==> config.mk <==
export PLATFORM = sky130hd
export DESIGN_NAME = voice_sequencer
export DESIGN_NICKNAME = d
export VERILOG_FILES = /design/src/rtl/voice_seq_pkg.sv /design/src/rtl/voice_pick.sv /design/src/rtl/voice_sequencer.sv
export SDC_FILE = /design/constraint.sdc
export NUM_CORES = 1
export LEC_CHECK = 0
export ABC_AREA = 1
export ABC_CLOCK_PERIOD_IN_PS = 6500
export CAP_MARGIN = 5
export CELL_PAD_IN_SITES_DETAIL_PLACEMENT = 1
export CELL_PAD_IN_SITES_GLOBAL_PLACEMENT = 2
export CORE_AREA = 2 2 364 366
export CTS_BUF_LIST = sky130_fd_sc_hd__clkbuf_8
export DETAILED_ROUTE_END_ITERATION = 6
export DIE_AREA = 0 0 366 368
export PLACE_DENSITY = 0.51
export SLEW_MARGIN = 40
export SYNTH_ARGS = -nofsm -noshare
export SYNTH_HDL_FRONTEND = slang
export SYNTH_SLANG_ARGS = --single-unit
==> constraint.sdc <==
create_clock -name clk -period 6.5 [get_ports clk]
set_input_delay 0.65 -clock clk [delete_from_list [all_inputs] [get_ports clk]]
set_output_delay 0.65 -clock clk [all_outputs]
set_load 0.01 [all_outputs]
==> src/rtl/voice_seq_pkg.sv <==
// voice_seq_pkg: shared types and helpers for the voice sequencer.
// Optional VOICE_TIMEOUT_EN handling lives in voice_sequencer.sv.
package voice_seq_pkg;

  typedef enum logic [1:0] {
    IDLE,
    LAUNCH,
    RUN,
    DONE
  } state_t;

  function automatic int ACC_W(input int width, input int n);
    return width + $clog2(n);
  endfunction

  function automatic longint SAT_MAX(input int w);
    return (longint'(1) << (w - 1)) - 1;
  endfunction

  function automatic longint SAT_MIN(input int w);
    return -(longint'(1) << (w - 1));
  endfunction

endpackage

==> src/rtl/voice_pick.sv <==
// voice_pick: finds the next enabled voice above idx,
// or the lowest enabled voice when first is set.
module voice_pick #(
  parameter int N  = 4,
  parameter int IW = 2
) (
  input  logic [N-1:0]  en_q,
  input  logic [IW-1:0] idx,
  input  logic          first,
  output logic [IW-1:0] next,
  output logic          found
);

  // descending scan so the lowest qualifying voice wins
  always_comb begin
    next  = '0;
    found = 1'b0;
    for (int i = N - 1; i >= 0; i--) begin
      if (en_q[i] && (first || IW'(i) > idx)) begin
        next  = IW'(i);
        found = 1'b1;
      end
    end
  end

endmodule

==> src/rtl/voice_sequencer.sv <==
// voice_sequencer: runs enabled voices in turn per sample tick
// and mixes them with saturation. Option: VOICE_TIMEOUT_EN.
module voice_sequencer
  import voice_seq_pkg::*;
#(
  parameter int N_VOICES       = 4,
  parameter int WIDTH          = 24,
  parameter int TIMEOUT_CYCLES = 1023
) (
  input  logic                               clk,
  input  logic                               rst,
  input  logic                               start,
  output logic                               finish,
  output logic                               busy,
  output logic                               overrun,
  input  logic [N_VOICES-1:0]                voice_en,
  output logic [N_VOICES-1:0]                voice_start,
  input  logic [N_VOICES-1:0]                voice_finish,
  input  logic [N_VOICES-1:0][WIDTH-1:0]     voice_wave,
  input  logic [N_VOICES-1:0][31:0]          voice_mult_a,
  input  logic [N_VOICES-1:0][31:0]          voice_mult_b,
  input  logic [N_VOICES-1:0][47:0]          voice_div_n,
  input  logic [N_VOICES-1:0][47:0]          voice_div_d,
  output logic [31:0]                        mult_a,
  output logic [31:0]                        mult_b,
  output logic [47:0]                        div_n,
  output logic [47:0]                        div_d,
  output logic [WIDTH-1:0]                   mix_out,
  output logic                               timeout
);

  localparam int IW = (N_VOICES > 1) ? $clog2(N_VOICES) : 1;
  localparam int AW = ACC_W(WIDTH, N_VOICES);
  localparam logic signed [AW-1:0] HI = AW'(SAT_MAX(WIDTH));
  localparam logic signed [AW-1:0] LO = AW'(SAT_MIN(WIDTH));

  if (N_VOICES < 1 || N_VOICES > 16 || TIMEOUT_CYCLES < 1) begin : g_bad_cfg
    $error("voice_sequencer: bad parameters");
  end

  state_t state, state_n;

  logic [N_VOICES-1:0]     en_q;
  logic [IW-1:0]           idx;
  logic signed [AW-1:0]    acc;
  logic signed [AW-1:0]    sum;
  logic signed [WIDTH-1:0] wave;
  logic [WIDTH-1:0]        sat_val;
  logic [N_VOICES-1:0]     mask;
  logic [IW-1:0]           pick;
  logic                    found;
  logic                    hit;
  logic                    adv;

  assign mask = (state == IDLE) ? voice_en : en_q;
  assign busy = (state != IDLE);
  assign hit  = voice_finish[idx];

  voice_pick #(
    .N  (N_VOICES),
    .IW (IW)
  ) u_pick (
    .en_q  (mask),
    .idx   (idx),
    .first (state == IDLE),
    .next  (pick),
    .found (found)
  );

`ifdef VOICE_TIMEOUT_EN
  localparam int CW = $clog2(TIMEOUT_CYCLES + 1);

  logic [CW-1:0] cnt;
  logic          expired;

  assign expired = (cnt == CW'(TIMEOUT_CYCLES - 1));
  assign adv     = hit | expired;
  // a timed-out voice adds nothing to the mix
  assign wave    = hit ? voice_wave[idx] : '0;

  always_ff @(posedge clk) begin
    if (rst) begin
      cnt     <= '0;
      timeout <= 1'b0;
    end else begin
      if (state == LAUNCH)
        cnt <= '0;
      else if (state == RUN && !expired)
        cnt <= cnt + 1'b1;
      if (state == RUN && expired && !hit)
        timeout <= 1'b1;
    end
  end
`else
  assign adv     = hit;
  assign wave    = voice_wave[idx];
  assign timeout = 1'b0;
`endif

  assign sum = acc + AW'(wave);

  always_comb begin
    if (sum > HI)
      sat_val = HI[WIDTH-1:0];
    else if (sum < LO)
      sat_val = LO[WIDTH-1:0];
    else
      sat_val = sum[WIDTH-1:0];
  end

  always_comb begin
    state_n     = state;
    voice_start = '0;
    mult_a      = '0;
    mult_b      = '0;
    div_n       = '0;
    div_d       = '0;
    unique case (state)
      IDLE: begin
        if (start)
          state_n = found ? LAUNCH : DONE;
      end
      LAUNCH: begin
        voice_start[idx] = 1'b1;
        mult_a  = voice_mult_a[idx];
        mult_b  = voice_mult_b[idx];
        div_n   = voice_div_n[idx];
        div_d   = voice_div_d[idx];
        state_n = RUN;
      end
      RUN: begin
        mult_a = voice_mult_a[idx];
        mult_b = voice_mult_b[idx];
        div_n  = voice_div_n[idx];
        div_d  = voice_div_d[idx];
        if (adv)
          state_n = found ? LAUNCH : DONE;
      end
      DONE: begin
        state_n = IDLE;
      end
      default: state_n = IDLE;
    endcase
  end

  always_ff @(posedge clk) begin
    if (rst) begin
      state   <= IDLE;
      finish  <= 1'b0;
      overrun <= 1'b0;
      mix_out <= '0;
      acc     <= '0;
      idx     <= '0;
      en_q    <= '0;
    end else begin
      state  <= state_n;
      finish <= (state == DONE);
      if (start && state != IDLE)
        overrun <= 1'b1;
      if (state == IDLE && start) begin
        en_q <= voice_en;
        acc  <= '0;
        idx  <= pick;
        if (!found)
          mix_out <= '0;
      end
      if (state == RUN && adv) begin
        acc <= sum;
        if (found)
          idx <= pick;
        else
          mix_out <= sat_val;
      end
    end
  end

endmodule

# Yosys cells after proc, flatten, opt, wreduce, memory -nomap -nowiden
# Cells that the tools add are included.
# W data, S select, Z words.
[word_totals]
reg_bits = 60
in_bits = 747
out_inout_bits = 192
wordCells = 81
[op_classes]
n_addsub = 1
magnitude_cmp = 8
n_eq_ne = 5
n_mux = 43
reduce_logical = 17
[op_table]
columns = ["op", "count"]
rows = [
  ["$bmux W48 S2", 2],
  ["$mux W48", 4],
  ["$mux W24", 7],
  ["$bmux W32 S2", 2],
  ["$mux W32", 4],
  ["$mux W26", 2],
  ["$bmux W24 S2", 1],
  ["$add A26 B24 Y26", 1],
  ["$gt A26 B24 Y1 const B", 1],
  ["$lt A26 B24 Y1 const B", 1],
  ["$mux W2", 10],
  ["$logic_and A1 B1 Y1", 8],
  ["$mux W4", 2],
  ["$pmux W2 S4", 1],
  ["$mux W1", 6],
  ["$eq A2 B2 Y1 const B", 2],
  ["$gt A1 B2 Y1 const A", 2],
  ["$gt A2 B2 Y1 const A", 2],
  ["$logic_or A1 B1 Y1", 4],
  ["$ne A2 B2 Y1 const B", 2],
  ["$reduce_bool A2 Y1", 2],
  ["$lt A2 B3 Y1 const B", 1],
  ["$bmux W1 S2", 1],
  ["$demux W1 S2", 1],
  ["5 further kinds", 5],
]

# Depth between registers and ports, before layout
[depth]
depth_word = 11
depth_mapped = 23
ltp_nobuf = 20

# Cells and area by module
# A second synthesis with hierarchy kept.
[unflattened]
hier_cells = 1353
hier_area_um2 = 8376.8
[modules_own_cells]
columns = ["module", "n_inst", "cells_each", "area_each_um2", "seq_area_each_um2"]
rows = [
  ["voice_sequencer", 1, 1337, 8296.7, 1201.2],
  ["voice_pick", 1, 16, 80.1, 0.0],
]

# Least setup slack after synthesis
# No wires, ideal clock.
[synth_path]
kind = "reg2reg"
start = "register idx[1]"
end = "register mix_out[0]"
setup_ns = 0.070
arrival_ns = 3.206
required_time_ns = 6.430
path_slack_ns = 3.224
stages_incl_launch_ff = 23
path_buffers = 3
synth_period_minus_slack_ns = 3.276
path_cell_list = "dfxtp_1 > nor2_1 > clkbuf_1 > clkbuf_1 > a22oi_1 > nand3_1 > ha_1 > inv_1 > fa_1 > inv_1 > nand2_1 > nand2_1 > nand3_1 > nand2_1 > nand2_1 > nand3_1 > nand2_1 > nand2_1 > nand2_1 > nand2_1 > buf_2 > nand2_1 > a21oi_1"
[synth_via]
elab_chain_cells = 11
word_cells_on_any_way = 30
cone_classes = "add/sub: 1; order compare: 6; mux: 14; reduce/logical: 9"
[synth_lines]
columns = ["item", "line", "rtl"]
rows = [
  ["from (decl)", "voice_sequencer.sv:44", "logic [IW-1:0] idx;"],
  ["from (signal assigned)", "voice_sequencer.sv:163", "idx <= pick;"],
  ["from (signal assigned)", "voice_sequencer.sv:170", "idx <= pick;"],
  ["parallel branches: the longest is 10 deep, another holds $add A26 B24 Y26", "--", ""],
  ["$mux W24 *", "voice_sequencer.sv:167", "if (state == RUN && adv) begin"],
  ["to (signal assigned)", "voice_sequencer.sv:172", "mix_out <= sat_val;"],
  ["to (decl)", "voice_sequencer.sv:28", "output logic [WIDTH-1:0] mix_out,"],
]
# Mark *: on every way between the ends. The select of a mux whose other input is x is not followed.
# A chain may end at the register's enable or synchronous reset.

# Final worst setup path
[layout_path]
start = "register idx[0]"
end = "output mult_b[20]"
[layout_via]
elab_chain_cells = 3
[layout_lines]
columns = ["item", "line", "rtl"]
rows = [
  ["$bmux W32 S2", "voice_sequencer.sv:126, voice_sequencer.sv:133", ""],
  ["$mux W32 (implied by the code)", "voice_sequencer.sv:126, voice_sequencer.sv:133", ""],
  ["$mux W32", "--", ""],
  ["to (decl)", "voice_sequencer.sv:25", "output logic [31:0] mult_b,"],
]
# No other way between the ends. The select of a mux whose other input is x is not followed.

==> impl_summary.md <==
Run status
The run finished with clean final reports.

Critical path
On the worst path, the slowest cell contributes a delay of 0.75 ns. The worst setup path is of the reg -> out kind. The critical path goes through nand2_1 > inv_8 > buf_4 > a22oi_1 > a21oi_1 > clkdlybuf4s50_1.

The number of buffers and inverters on the critical path is 3. The slowest stage of the critical path belongs to the cell sky130_fd_sc_hd__buf_4. The arrival time reported for the critical path endpoint is 4.34 ns. The element type at the critical path start is a flip-flop. The kind of end point of the critical path is a primary output.

STA puts the critical path data required time at 5.85 ns. In this run the worst path has a maximum fanout of 67. The gate family responsible for the most delay along the worst path is buffers and inverters.

Yosys
The number of standard cells after synthesis is 1369. The fraction of synthesized cell area taken by the top area cell type is 0.321. The leading area contributor after synthesis is sky130_fd_sc_hd__a22oi_1. The number of different library cells used by synthesis comes to 37.

After synthesis the netlist holds a flip-flop and latch count of 59. The netlist area before placement is 8320 sq um. The number of warning messages in the yosys log is 0. After synthesis, the cell types taking the most area are sky130_fd_sc_hd__a22oi_1, sky130_fd_sc_hd__a21oi_1, sky130_fd_sc_hd__dfxtp_1. Each instance of the synthesized netlist takes up on average 6.08 sq um. By instance count, the leading cell after synthesis is sky130_fd_sc_hd__a22oi_1. Counting flops with a built-in enable in the synthesized netlist gives 0. The sequential share of the synthesized area is 0.142. The number of nets in the synthesized netlist is 2146. The most used flip-flop cell after synthesis is sky130_fd_sc_hd__dfxtp_1. By count the netlist is led by sky130_fd_sc_hd__a22oi_1, sky130_fd_sc_hd__nand2_1, sky130_fd_sc_hd__a21oi_1, sky130_fd_sc_hd__inv_1, sky130_fd_sc_hd__clkbuf_1. In the synthesized netlist the async set-or-reset flop fraction comes to 0.

Finish
Excluding fillers, the count of instances in the completed layout stands at 3997. The layout has 15768 filler cells. Of the cells placed in the final design, the portion with a size suffix greater than 1 is 0.0296. Compared with the post-synthesis result, the final layout area differs by 141%. In the final design database the tool counted 3003 nets. After routing the design area is 20000 sq um.

Floorplan
The initial utilization of the core area, before any placement, comes to 0.0636. Measured along the y axis, the die boundary spans 368 um. The die is 366 um wide.

The initialized floorplan defines 133 standard-cell rows. The die footprint is 135000 sq um. The placeable core region is 131000 sq um.

The number of top-level pins is 939.

Drt
The average wire length per cell after detail routing is 26.8 um. The routed via count is 14362. The average via count per standard cell is 3.59. The count of antenna-violating nets left after detailed routing is 0. The pre-antenna-repair detailed-routing pass consisted of 4 iterations. The post-detailed-routing wire length is 107 mm. In this run, the number of DRC markers left after iteration 0 of detailed routing was 773. The number of DRC violations after detailed routing is 0.

Power and ir drop
The total internal power is 3.24 mW. The clock network fraction of total power is 0.048. The leakage power of the design is 6.95 nW. Dividing total power by cell area gives a power density of 391 nW/um^2. Of the total power, combinational logic draws 0.891. In this run the power spent charging and discharging nets is 4.58 mW. Of the total power, registers draw 0.060.

Of the total power, the share spent switching nets is 0.586. The highest ir drop seen on vdd is 0.546 mV.

Placed design
The detailed placement HPWL is 90.5 mm. The cell area after placement is 19800 sq um. The routability congestion estimate from global placement is 0.843. Before CTS, the worst setup slack after placement is 2.00 ns. Buffers placed on the I/O ports in this run total 937. The number of placed instances with taps included is 3970.

Clock tree
The clock buffer count from CTS is 9. The CTS tree is done. In this run, post-CTS repair resized a total of 0 instances. The clock slew at the register clock pins of the worst setup and hold paths is 0.10 ns.

The largest buffer count on any clock path is 2. The number of H-tree branching levels is 3. The latest clock arrival within the worst-skew pair is 0.41 ns.

The root buffer cell chosen for the clock tree is sky130_fd_sc_hd__clkbuf_8. The number of buffers added for setup after CTS is 0. The clock sink count is 59. For this design, the CTS-stage hold fixing added 0 buffers.

STA
In the post-route analysis, the smallest setup slack over all paths is 1.51 ns. In this run the tightest slew margin relative to its limit is 0.342. The post-route fraction of the period consumed by the critical path is 0.767. The post-route minimum period is 4.99 ns.

Setup violations remaining at the end of the flow were counted as 0. At the pin with the least slew margin, the transition time is 0.988 ns. Setup repair after global routing left no endpoint under its margin. The clock skew is 0.0215 ns. The number of hold violations in the final report is 0.

For this run, the top clock speed supported by timing is 200 MHz. The total negative slack for setup checks is 0 ns. The number of max-slew violations in the final report is 0.

Global routing
The number of global-route vias before repair is 14954. The initial antenna violation count was 34. Entering global routing, the biggest net connects 117 pins. The leftover overflow at the end of global routing is 0.

The first global-routing pass estimated 139 mm of wire. In the global route stage, overall resource usage came out at 0.151.

Flow run
Max-cap violations in this run came to 0.

Hold path
The path class of the tightest hold or removal check is reg -> reg.
[layout make-up]
class | instances | area, sq um | share of cell area
clock buffer | 9 | 124 | 0.00619
inverter | 110 | 425 | 0.0213
timing repair buffer | 963 | 9670 | 0.483
multi-input combinational | 1083 | 6310 | 0.315
antenna | 11 | 27.5 | 0.00138
clock inverter | 7 | 76.3 | 0.00381
sequential | 59 | 1180 | 0.0590
tap | 1755 | 2200 | 0.110
[routing by layer]
layer  global-route usage  vias to the layer above  wire length (um)
met3               0.0468                       65              8150
met4               0.0260                        8              1460
met5                    0                        -                59
met2                0.260                      590             52200
li1                     -                     6711                 -
met1                0.186                     6988             45200
[metrics by stage]
| step | total power, mW | util | hold slack, ns |
|---|---|---|---|
| 2_1_floorplan | 3.44 | - | 0.444 |
| 3_3_place_gp | 7.63 | 0.151 | 0.456 |
| 3_5_place_dp | 7.61 | 0.151 | 0.465 |
| 4_1_cts | 8.05 | 0.153 | 0.480 |
| 5_1_grt | 8.46 | 0.153 | 0.497 |
| 6_report | 7.82 | 0.153 | 0.473 |
[cells in the final DEF (no fill, tap or decap), types with 4 or more instances in the layout]
cell and count:
sky130_fd_sc_hd__a22oi_1 356, sky130_fd_sc_hd__clkdlybuf4s50_1 936, sky130_fd_sc_hd__nor2_1 69, sky130_fd_sc_hd__nand2_1 266, sky130_fd_sc_hd__dfxtp_1 59, sky130_fd_sc_hd__o21ai_0 32, sky130_fd_sc_hd__nand4_1 5, sky130_fd_sc_hd__ha_1 29
sky130_fd_sc_hd__clkbuf_8 9, sky130_fd_sc_hd__nor3_1 6, sky130_fd_sc_hd__a21oi_2 5, sky130_fd_sc_hd__buf_12 4, sky130_fd_sc_hd__diode_2 11, sky130_fd_sc_hd__buf_4 18, sky130_fd_sc_hd__inv_1 106, sky130_fd_sc_hd__xor2_1 10
sky130_fd_sc_hd__o21bai_1 4, sky130_fd_sc_hd__nand3_1 33, sky130_fd_sc_hd__a21oi_1 232, sky130_fd_sc_hd__nor2_4 5, sky130_fd_sc_hd__xnor2_1 7
[flip-flops by register name (all words and copies together), names as in the netlist]
signal / flops
acc: 26
mix_out: 24
en_q: 3
idx: 2
state: 2
finish: 1
overrun: 1
[final timing paths]
kind	start	endpoint	slack, ns	cells after the start
worst min register to register	acc[9]	acc[9]	0.47	2
worst min-delay path	acc[9]	acc[9]	0.47	2
worst max-delay path	idx[0]	mult_b[20]	1.51	6
worst max register to register	idx[1]	mix_out[19]	2.27	20
[kinds of logic after synthesis]
| kind of cell | Yosys count | share of synthesized area |
|---|---|---|
| XOR/XNOR | 17 | 0.0179 |
| buffers and inverters | 227 | 0.105 |
| adder cells (fa/ha/maj) | 30 | 0.0460 |
| flip-flops | 59 | 0.142 |
| other | 1 | 0.000451 |
| AND/OR/NAND/NOR | 395 | 0.191 |
| AO/OA/AOI/OAI | 640 | 0.497 |
[power by group through the flow]
stage                     Combinational, mW  Clock [mW]  Sequential, mW
final                                  6.97       0.379           0.473
after global routing                   7.57       0.408           0.483
after CTS                              7.17       0.400           0.475
after detailed placement               7.13           0           0.483
after global placement                 7.15           0           0.484
after floorplan                        2.96           0           0.474
[worst min-delay path, delay by kind of cell, from the launching register on]
family	cells	cell delay, ns
AND/OR/NAND/NOR	1	0.06
AO/OA/AOI/OAI	1	0.05
flip-flops	1	0.32
No activity file was read; power rests on OpenSTA's default activity.
